File: src/rtl/seg14_pkg.sv
// seg14_pkg: shared constants for the 14-segment scan decoder.
// Holds the font table, matching ASCII codes and the collector FSM state type.
package seg14_pkg;

  localparam int unsigned SEG14_NUM_DIGITS = 12;
  localparam int unsigned SEG14_SEG_W      = 14;
  localparam int unsigned SEG14_CHAR_W     = 8;
  localparam int unsigned EXP_W            = 4;

  // Segment patterns understood by the decoder
  localparam logic [SEG14_SEG_W-1:0] SEG_A     = 14'b11101111000000;
  localparam logic [SEG14_SEG_W-1:0] SEG_C     = 14'b10011100000000;
  localparam logic [SEG14_SEG_W-1:0] SEG_D     = 14'b11110000010010;
  localparam logic [SEG14_SEG_W-1:0] SEG_E     = 14'b10011110000000;
  localparam logic [SEG14_SEG_W-1:0] SEG_I     = 14'b10010000010010;
  localparam logic [SEG14_SEG_W-1:0] SEG_L     = 14'b00011100000000;
  localparam logic [SEG14_SEG_W-1:0] SEG_O     = 14'b11111100000000;
  localparam logic [SEG14_SEG_W-1:0] SEG_P     = 14'b11001111000000;
  localparam logic [SEG14_SEG_W-1:0] SEG_S     = 14'b10110111000000;
  localparam logic [SEG14_SEG_W-1:0] SEG_T     = 14'b10000000010010;
  localparam logic [SEG14_SEG_W-1:0] SEG_U     = 14'b01111100000000;
  localparam logic [SEG14_SEG_W-1:0] SEG_SPACE = 14'b00000000000000;

  // ASCII codes returned for each pattern
  localparam logic [SEG14_CHAR_W-1:0] CHAR_A       = 8'h41;
  localparam logic [SEG14_CHAR_W-1:0] CHAR_C       = 8'h43;
  localparam logic [SEG14_CHAR_W-1:0] CHAR_D       = 8'h44;
  localparam logic [SEG14_CHAR_W-1:0] CHAR_E       = 8'h45;
  localparam logic [SEG14_CHAR_W-1:0] CHAR_I       = 8'h49;
  localparam logic [SEG14_CHAR_W-1:0] CHAR_L       = 8'h4C;
  localparam logic [SEG14_CHAR_W-1:0] CHAR_O       = 8'h4F;
  localparam logic [SEG14_CHAR_W-1:0] CHAR_P       = 8'h50;
  localparam logic [SEG14_CHAR_W-1:0] CHAR_S       = 8'h53;
  localparam logic [SEG14_CHAR_W-1:0] CHAR_T       = 8'h54;
  localparam logic [SEG14_CHAR_W-1:0] CHAR_U       = 8'h55;
  localparam logic [SEG14_CHAR_W-1:0] CHAR_SPACE   = 8'h20;
  localparam logic [SEG14_CHAR_W-1:0] CHAR_UNKNOWN = 8'h3F;

  typedef enum logic {
    ST_HUNT    = 1'b0,
    ST_COLLECT = 1'b1
  } scan_state_e;

endpackage

File: src/rtl/seg14_char_lookup.sv
// seg14_char_lookup: exact-match 14-segment pattern to ASCII decode.
// Unmatched patterns return '?' with the unknown flag set.
module seg14_char_lookup
  import seg14_pkg::*;
(
  input  logic [SEG14_SEG_W-1:0]  seg,
  output logic [SEG14_CHAR_W-1:0] ch_c,
  output logic                    unknown_c
);

  // Font table match; no partial matching
  always_comb begin
    ch_c      = CHAR_UNKNOWN;
    unknown_c = 1'b1;
    case (seg)
      SEG_A:     begin ch_c = CHAR_A;     unknown_c = 1'b0; end
      SEG_C:     begin ch_c = CHAR_C;     unknown_c = 1'b0; end
      SEG_D:     begin ch_c = CHAR_D;     unknown_c = 1'b0; end
      SEG_E:     begin ch_c = CHAR_E;     unknown_c = 1'b0; end
      SEG_I:     begin ch_c = CHAR_I;     unknown_c = 1'b0; end
      SEG_L:     begin ch_c = CHAR_L;     unknown_c = 1'b0; end
      SEG_O:     begin ch_c = CHAR_O;     unknown_c = 1'b0; end
      SEG_P:     begin ch_c = CHAR_P;     unknown_c = 1'b0; end
      SEG_S:     begin ch_c = CHAR_S;     unknown_c = 1'b0; end
      SEG_T:     begin ch_c = CHAR_T;     unknown_c = 1'b0; end
      SEG_U:     begin ch_c = CHAR_U;     unknown_c = 1'b0; end
      SEG_SPACE: begin ch_c = CHAR_SPACE; unknown_c = 1'b0; end
      default:   begin end
    endcase
  end

endmodule

File: src/rtl/seg14_scan_decoder.sv
// seg14_scan_decoder: samples a one-hot scanned 14-segment display bus, checks
// the scan order, decodes each digit and hands out whole frames via valid/ready.
// Build option: define SEG14_SCAN_HOLD_EN to accept digits held for several
// clocks (a repeat of the digit just stored overwrites it).
module seg14_scan_decoder
  import seg14_pkg::*;
#(
  parameter int unsigned NUM_DIGITS = SEG14_NUM_DIGITS,
  parameter int unsigned SEG_W      = SEG14_SEG_W,
  parameter int unsigned CHAR_W     = SEG14_CHAR_W
) (
  input  logic                         clk,
  input  logic                         rst_n,
  input  logic [NUM_DIGITS-1:0]        sel_i,
  input  logic [SEG_W-1:0]             segm_i,
  output logic [NUM_DIGITS*CHAR_W-1:0] frame_chars_o,
  output logic [NUM_DIGITS-1:0]        unknown_o,
  output logic                         frame_valid_o,
  input  logic                         frame_ready_i,
  output logic                         seq_err_o,
  output logic                         overflow_o,
  input  logic                         ovf_clr_i
);

  localparam int unsigned LAST = NUM_DIGITS - 1;

  logic [NUM_DIGITS-1:0]              sel_q;
  logic [SEG_W-1:0]                   seg_q;
  scan_state_e                        state_q, state_d;
  logic [EXP_W-1:0]                   exp_q, exp_d;
  logic [NUM_DIGITS-1:0][CHAR_W-1:0]  shadow_q, shadow_d;
  logic [NUM_DIGITS-1:0]              unk_q, unk_d;
  logic [NUM_DIGITS-1:0]              exp_hot_c;
  logic [CHAR_W-1:0]                  dec_char_c;
  logic                               dec_unknown_c;
  logic                               commit_c;
  logic                               seq_err_c;
  logic                               accept_c;
`ifdef SEG14_SCAN_HOLD_EN
  logic [EXP_W-1:0]                   prev_idx_c;
  logic [NUM_DIGITS-1:0]              prev_hot_c;
`endif

  // Stage 1: register the raw scan bus every cycle
  always_ff @(posedge clk or negedge rst_n) begin
    if (!rst_n) begin
      sel_q <= '0;
      seg_q <= '0;
    end else begin
      sel_q <= sel_i;
      seg_q <= segm_i;
    end
  end

  seg14_char_lookup u_lookup (
    .seg       (seg_q),
    .ch_c      (dec_char_c),
    .unknown_c (dec_unknown_c)
  );

  assign exp_hot_c = NUM_DIGITS'(1) << exp_q;
  assign accept_c  = frame_valid_o & frame_ready_i;
`ifdef SEG14_SCAN_HOLD_EN
  assign prev_idx_c = exp_q - EXP_W'(1);
  assign prev_hot_c = NUM_DIGITS'(1) << prev_idx_c;
`endif

  // Stage 2 state register: collector FSM, expected digit and shadow frame
  always_ff @(posedge clk or negedge rst_n) begin
    if (!rst_n) begin
      state_q  <= ST_HUNT;
      exp_q    <= '0;
      shadow_q <= '0;
      unk_q    <= '0;
    end else begin
      state_q  <= state_d;
      exp_q    <= exp_d;
      shadow_q <= shadow_d;
      unk_q    <= unk_d;
    end
  end

  // Stage 2 next state: scan-order check and decode into the shadow frame
  always_comb begin
    state_d   = state_q;
    exp_d     = exp_q;
    shadow_d  = shadow_q;
    unk_d     = unk_q;
    commit_c  = 1'b0;
    seq_err_c = 1'b0;
    case (state_q)
      ST_HUNT: begin
        if (sel_q == NUM_DIGITS'(1)) begin
          shadow_d[0] = dec_char_c;
          unk_d[0]    = dec_unknown_c;
          exp_d       = EXP_W'(1);
          state_d     = ST_COLLECT;
        end
      end
      ST_COLLECT: begin
        if (sel_q == exp_hot_c) begin
          shadow_d[exp_q] = dec_char_c;
          unk_d[exp_q]    = dec_unknown_c;
          if (exp_q == EXP_W'(LAST)) begin
            commit_c = 1'b1;
            exp_d    = '0;
            state_d  = ST_HUNT;
          end else begin
            exp_d = exp_q + EXP_W'(1);
          end
        end
`ifdef SEG14_SCAN_HOLD_EN
        else if (sel_q == prev_hot_c) begin
          // Held digit: latest sample replaces the stored one
          shadow_d[prev_idx_c] = dec_char_c;
          unk_d[prev_idx_c]    = dec_unknown_c;
        end
`endif
        else begin
          seq_err_c = 1'b1;
          shadow_d  = '0;
          unk_d     = '0;
          if (sel_q == NUM_DIGITS'(1)) begin
            // A digit-0 select is itself a valid frame start
            shadow_d[0] = dec_char_c;
            unk_d[0]    = dec_unknown_c;
            exp_d       = EXP_W'(1);
          end else begin
            exp_d   = '0;
            state_d = ST_HUNT;
          end
        end
      end
      default: begin
        state_d = ST_HUNT;
        exp_d   = '0;
      end
    endcase
  end

  // Output frame, handshake, error pulse and sticky overflow
  always_ff @(posedge clk or negedge rst_n) begin
    if (!rst_n) begin
      frame_chars_o <= '0;
      unknown_o     <= '0;
      frame_valid_o <= 1'b0;
      seq_err_o     <= 1'b0;
      overflow_o    <= 1'b0;
    end else begin
      seq_err_o <= seq_err_c;
      if (commit_c && (!frame_valid_o || accept_c)) begin
        frame_chars_o <= shadow_d;
        unknown_o     <= unk_d;
        frame_valid_o <= 1'b1;
      end else if (accept_c) begin
        frame_valid_o <= 1'b0;
      end
      if (commit_c && frame_valid_o && !accept_c) begin
        overflow_o <= 1'b1;
      end else if (ovf_clr_i) begin
        overflow_o <= 1'b0;
      end
    end
  end

endmodule

File: config.mk
export PLATFORM = sky130hd
export DESIGN_NAME = seg14_scan_decoder
export DESIGN_NICKNAME = d
export VERILOG_FILES = /design/src/rtl/seg14_pkg.sv /design/src/rtl/seg14_char_lookup.sv /design/src/rtl/seg14_scan_decoder.sv
export SDC_FILE = /design/constraint.sdc
export NUM_CORES = 1
export LEC_CHECK = 0
export ABC_CLOCK_PERIOD_IN_PS = 3880
export BUFFER_PORTS_ARGS = -buffer_cell sky130_fd_sc_hd__clkbuf_2
export CORE_MARGIN = 2
export CORE_UTILIZATION = 40
export CTS_CLUSTER_DIAMETER = 150
export DETAILED_ROUTE_END_ITERATION = 10
export GPL_ROUTABILITY_DRIVEN = 0
export PLACE_DENSITY_LB_ADDON = 0.12
export SETUP_SLACK_MARGIN = 0.4
export SLEW_MARGIN = 25
export SYNTH_ARGS = -nofsm -noshare
export SYNTH_HDL_FRONTEND = slang
export SYNTH_SLANG_ARGS = --single-unit
export TNS_END_PERCENT = 20
File: constraint.sdc
create_clock -name clk -period 3.88 [get_ports clk]
set_clock_uncertainty 0.05 [all_clocks]
set_input_delay 0 -clock clk [delete_from_list [all_inputs] [get_ports clk]]
set_output_delay 0 -clock clk [all_outputs]
set_load 0.02 [all_outputs]
After elaboration in Yosys (flattened, before gate mapping)
Index checks and enable logic that the tools add are counted.
{ "word_totals": {"mem_bits_rw": 0, "out_inout_bits": 111, "latch_bits": 0, "wordCells": 90, "input_bits": 30, "mem_bits_ro": 0, "mem_count": 0, "ff_bits": 250} }
{ "classes": {"n_lt_le_gt_ge": 2, "addsub": 1, "n_div": 0, "eq_ne": 15, "n_bitwise": 2, "n_mux": 36, "reduce_logical": 11, "shift": 1, "mul": 0} }
{ "op_table": {"columns": ["op", "n"], "rows": [
  ["14-bit equality test, second input constant", 9],
  ["96-bit bitwise mux", 1],
  ["96-bit 2-to-1 mux", 1],
  ["88-bit 2-to-1 mux", 1],
  ["7-bit case mux with 12 select lines", 1],
  ["8-bit demux with 4-bit select", 1],
  ["8-bit 2-to-1 mux", 3],
  ["1-bit 2-to-1 mux", 17],
  ["8-bit case mux with 2 select lines", 1],
  ["14-bit by 11-bit equality test with 1-bit output, second input constant", 1],
  ["14-bit by 13-bit equality test with 1-bit output, second input constant", 1],
  ["14-bit zero test", 1],
  ["12-bit bitwise mux", 1],
  ["12-bit by 1-bit equality test with 1-bit output, second input constant", 1],
  ["12-bit equality test", 1],
  ["12-bit 2-to-1 mux", 1],
  ["4-bit 2-to-1 mux", 3],
  ["12-bit OR reduction", 1],
  ["1-bit by 4-bit << shifter with 12-bit output, first input constant", 1],
  ["11-bit 2-to-1 mux", 1],
  ["4-bit case mux with 2 select lines", 1],
  ["4-bit by 5-bit < comparator with 1-bit output, second input constant", 1],
  ["4-bit by 1-bit adder with 4-bit output, second input constant", 1],
  ["1-bit demux with 4-bit select", 1],
  ["other kinds (10)", 16]
]} }

Longest topological paths before layout
{ "depth": {"word_depth": 7, "ltp_mapped": 12, "mapped_depth_nobuf": 9} }

Cells and area by module
Synthesis repeated with hierarchy kept, for this count alone.
{ "hier_totals": {"cells_unflattened": 921, "area_unflattened_um2": 10375.0} }
{ "modules_own_cells": {"columns": ["module", "seq_area_each_um2", "n_inst", "cells_per_inst", "area_per_inst_um2"], "rows": [
  ["seg14_scan_decoder", 6030.8, 1, 855, 9938.3],
  ["seg14_char_lookup", 0.0, 1, 66, 436.7]
]} }

Least setup slack after synthesis
No wires, ideal clock.
{ "synth_timing": {"path_kind": "register -> register", "startpoint": "register exp_q[0]", "endpoint": "register frame_chars_o[65]", "t_arrival_ns": 2.654, "path_buffers": 1, "stages_incl_launch_ff": 10, "synth_period_minus_slack_ns": 2.828, "setup_time_ns": 0.125, "slack_ns": 1.052, "required_ns": 3.705, "path_cell_list": "dfrtp_1 inv_1 ha_1 or3b_2 o31ai_1 o221ai_1 a2111oi_4 and3_1 buf_2 mux2_2"} }
{ "synth_between": {"elab_chain_len": 7, "elab_cells_between_ends": 15, "classes_between": "order compare: 2; eq/ne: 2; shift: 1; mux: 8; reduce/logical: 2"} }
{ "synth_rtl": {"columns": ["item", "line_no", "text"], "rows": [
  ["start, declared", "seg14_scan_decoder.sv:30", "logic [EXP_W-1:0] exp_q, exp_d;"],
  ["start signal, assigned", "seg14_scan_decoder.sv:77", "exp_q <= exp_d;"],
  ["4-bit by 5-bit < comparator with 1-bit output (implied by the code) or 4-bit by 1-bit greater-or-equal comparator with 1-bit output (tied branches)", "seg14_scan_decoder.sv:102", "shadow_d[exp_q] = dec_char_c;"],
  ["1-bit logical AND (implied by the code)", "seg14_scan_decoder.sv:102", null],
  ["8-bit 2-to-1 mux (implied by the code)", "seg14_scan_decoder.sv:102", null],
  ["8-bit demux with 4-bit select", "seg14_scan_decoder.sv:102", null],
  ["96-bit bitwise mux", "seg14_scan_decoder.sv:102", null],
  ["96-bit 2-to-1 mux", "seg14_scan_decoder.sv:101", "if (sel_q == exp_hot_c) begin"],
  ["88-bit 2-to-1 mux", "seg14_scan_decoder.sv:91", "case (state_q)"],
  ["end signal, assigned", "seg14_scan_decoder.sv:152", "frame_chars_o <= shadow_d;"],
  ["end, declared", "seg14_scan_decoder.sv:16", "output logic [NUM_DIGITS*CHAR_W-1:0] frame_chars_o,"]
]} }
Several ways; a longest one is shown, not always the timed one.
A chain may end at the register's enable or synchronous reset.

Worst setup path in the final report
{ "layout_timing": {"startpoint": "register exp_q[0]", "endpoint": "register unknown_o[9]"} }
{ "layout_between": {"elab_chain_len": 7, "elab_cells_between_ends": 15, "classes_between": "order compare: 2; eq/ne: 2; shift: 1; mux: 8; reduce/logical: 2"} }
{ "layout_rtl": {"columns": ["item", "line_no", "text"], "rows": [
  ["4-bit by 5-bit < comparator with 1-bit output (implied by the code) or 4-bit by 1-bit greater-or-equal comparator with 1-bit output (tied branches)", "seg14_scan_decoder.sv:103", "unk_d[exp_q] = dec_unknown_c;"],
  ["1-bit logical AND (implied by the code)", "seg14_scan_decoder.sv:103", null],
  ["1-bit 2-to-1 mux (implied by the code)", "seg14_scan_decoder.sv:103", null],
  ["1-bit demux with 4-bit select", "seg14_scan_decoder.sv:103", null],
  ["12-bit bitwise mux", "seg14_scan_decoder.sv:103", null],
  ["12-bit 2-to-1 mux", "seg14_scan_decoder.sv:101", null],
  ["11-bit 2-to-1 mux", "seg14_scan_decoder.sv:91", null],
  ["end signal, assigned", "seg14_scan_decoder.sv:153", "unknown_o <= unk_d;"],
  ["end, declared", "seg14_scan_decoder.sv:17", "output logic [NUM_DIGITS-1:0] unknown_o,"]
]} }
Several ways; a longest one is shown, not always the timed one.

==> impl_results.md <==
* Reg area at between 6000 and 7000 um^2
* Mapped cell area at 10250 um^2
* Global route total overflow at 0
* Fin crit share at 0.8302
* Total routed wirelength at roughly 26000 um
* Tot Pwr at about 5.4 mW
* Area contributors post-synth: dfrtp_1, nand2_1, o21ai_0
* Seq/Total Area, Yosys at 0.5886
* WP data arrival at roughly 3600 ps
* Post-synthesis cell type count at between 80 and 90
* Fin. Hold Viols at 0
* Vias in the first global route at roughly 7400
* Mean Syn Cell Area at 10.65 um^2
* Clock sinks at about 240
* Worst R2R Start: exp_q[0]
* Filler instances at around 2300
* DRC violations left at 0
* Multi-input gate area at just under 4000 um^2
* Max H-tree Level at 1
* Vias per inst at between 5 and 6
* Outcome: finished clean
* Hold Crit Class: in2async
* Largest net degree at the start of global routing at 101
* First-pass DRT Iterations at 4
* Core footprint at roughly 25000 um^2
* Largest area contributor in the netlist: dfrtp_1
* Worst slew margin at 0.4556
* Root Buffer: clkbuf_16
* Total GRT Usage at 0.1999
* IO Port Bufs at between 100 and 150
* Top cell type's share of synthesized area at 0.5886
* Antenna cells at 0
* Minimum clock period at 3221 ps
* Rows at 58
* Setup_tns at 0 ps
* Pins Over Slew Limit at 0
* CTS tree: yes
* Final core occ at 0.5032
* #FFs+latches synth at approximately 240
* Peak supply drop at approximately 0.00028 V
* Worst-margin pin slew at 809.1 ps
* Clock slew at reported path FFs at around 60 ps
* Startpoint type of the worst setup path: register
* Fmax achieved at 310.5 MHz
* Die height at ~160 um
* Worst Setup End Kind: register
* Vias post-DR at between 7000 and 8000
* Required time of the critical path at about 4200 ps
* First-pass GRT wire length at between 40000 and 50000 um
* Area Growth Syn to Fin at 23.68%
* Cell Pwr Density at around 430 nW/um^2
* Register-to-Register Setup Slack at 660 ps
* Ys async rst share at 1.000
* DRT antenna net count at 0
* Number of max-cap violations at 0
* Reg2Reg Depth at 10
* Setup repair after global routing missed its margin: false
* Worst Path Class, Setup: reg2reg
* Final Setup Violations at 0
* Clk_lat worst skew at between 500 and 600 ps
* Post-Synthesis Cells at between 900 and 1000
* CP max FO at 16
* Clock Path Buffers at 3
* Hpwl dp at approximately 18000 um
* Die X at ~160 um
* Proportion of layout cells with a drive suffix above 1 at 0.2408
* Antenna violations before repair at 0
* Initial Util at 0.4069
* Mapped Nets at about 1000
* Worst slack at placement at 397.1 ps
* Die area at 26910 um^2
* Final worst slack at between 600 and 700 ps
* EDFF count, synth at 0
* Reg2reg end: unknown_o[9]
* Leak pwr at roughly 6.1 nW
* Routed WL per cell at ~18 um
* CTS Buf Count at 27
* Ports at approximately 140
* Hold slack at between 40 and 50 ps
* Fin nets at 1184
* Syn. warnings at 0
* Initial DRC count at ~540
* Main synth FF type: dfrtp_1
-- cells by family after synthesis --
kind of cell,after synthesis,share of synthesized area
AOI/OAI and AO/OA,219,0.1594
adders and majority gates,6,0.007327
and+or+nand+nor,416,0.1898
muxes,20,0.02516
DFF,241,0.5886
buffers and inverters,58,0.02809
xor gates and xnor gates,2,0.001710
-- how the worst max path moves through the flow --
stage | end | depth (start not counted) | slack [ps] | from
floorplan | frame_chars_o[65] | 9 | 1050 | exp_q[0]
global placement | frame_chars_o[79] | 9 | 510 | exp_q[1]
detailed placement | shadow_q[66] | 10 | 400 | exp_q[1]
CTS | unknown_o[9] | 9 | 400 | exp_q[1]
global route | frame_chars_o[68] | 10 | 430 | exp_q[0]
finish | unknown_o[9] | 10 | 660 | exp_q[0]
-- synthesized netlist by cell type, types with 3 or more instances --
cell       count
o211ai_1       3
nand4_1        9
and3_1         5
a21oi_2        3
nor2b_1        9
inv_1         10
nand4bb_1      3
o21bai_1       8
mux2_4         9
nor3_1         6
nor2_1        60
a31oi_1        4
o21ai_0       85
o221ai_1       3
o2bb2ai_1     11
o31ai_1        3
dfrtp_1      241
buf_2         20
and2_1        26
nor4_1         6
clkbuf_1      18
nand3_1        6
o22ai_1        3
a211oi_1       9
buf_6          5
nor3b_1        4
ha_1           6
o21ai_1       19
mux2_2        10
o41ai_4       10
a21oi_1       30
nand2_1      246
o2bb2ai_2      3
nand2b_1       4
-- critical path, cell delays in order, from the launching register on --
cell       delay (ps)
dfrtp_1           440
inv_1             110
ha_1              310
or3b_2            490
o31ai_1           110
o221ai_1          260
a2111oi_4         230
buf_4             210
and3_2            280
buf_4             260
mux2_2            360
-- metrics by stage --
stage               std cells  cell area, um^2
finish                   1497            12670
CTS                      1493            12630
global placement         1412            11360
floorplan                 962            10250
detailed placement       1412            11360
global route             1497            12670
-- report_power, final --
part           internal [mW]  switching (mW)
Combinational         0.0512          0.0839
Clock                   1.68            1.02
Sequential              2.53          0.0232
-- repair_timing --
| action | CTS | global route |
|---|---|---|
| gates resized for setup | 1 | 3 |
| hold buffers | 30 | 0 |
| pin swaps | 1 | 3 |
| setup endpoints to repair | 1 | 173 |
| endpoints found under the hold margin | 125 | 0 |
| setup buffers | 3 | 4 |
-- registers in the layout, indices dropped and copies added (netlist names) --
register and cells:
overflow_o 1, unk_q 11, state_q 1, unknown_o 12, seg_q 14, sel_q 12, frame_chars_o 96, shadow_q 88
frame_valid_o 1, exp_q 4, seq_err_o 1
-- layout by cell type (no fill, tap or decap), types with 5 or more instances in the layout --
cell | Yosys | layout
mux2_4 | 9 | 9
nand2_1 | 246 | 246
mux2_2 | 10 | 10
nor2b_1 | 9 | 9
a21oi_1 | 30 | 30
clkbuf_16 | 0 | 27
o21ai_1 | 19 | 19
clkbuf_2 | 0 | 139
nand3_1 | 6 | 5
buf_4 | 2 | 32
nand4_1 | 9 | 9
o21bai_1 | 8 | 8
o2bb2ai_1 | 11 | 11
nor3_1 | 6 | 6
clkinv_2 | 0 | 7
dfrtp_1 | 241 | 241
nor2_1 | 60 | 60
o41ai_4 | 10 | 10
dlygate4sd3_1 | 0 | 30
inv_1 | 10 | 10
bufinv_16 | 0 | 5
nor4_1 | 6 | 6
o21ai_0 | 85 | 85
and2_1 | 26 | 26
a211oi_1 | 9 | 9
-- area by class of cell --
class                   instances  area share
flip-flops and latches        241      0.4759
multi-input cells             663      0.3114
repair buffers                204      0.1019
clock buffers                  33     0.05825
well taps                     330     0.03258
clock inverters                15     0.01669
inverters                      11    0.003258
-- metal layers --
| metal | vias to the layer above | share of wire | track usage |
|---|---|---|---|
| met5 | - | 0 | 0 |
| met4 | 0 | 0.020 | 0.05064 |
| met3 | 28 | 0.040 | 0.02525 |
| met2 | 172 | 0.46 | 0.3157 |
| met1 | 3674 | 0.48 | 0.2928 |
| li1 | 3717 | - | - |
No activity file was read; power rests on OpenSTA's default activity.
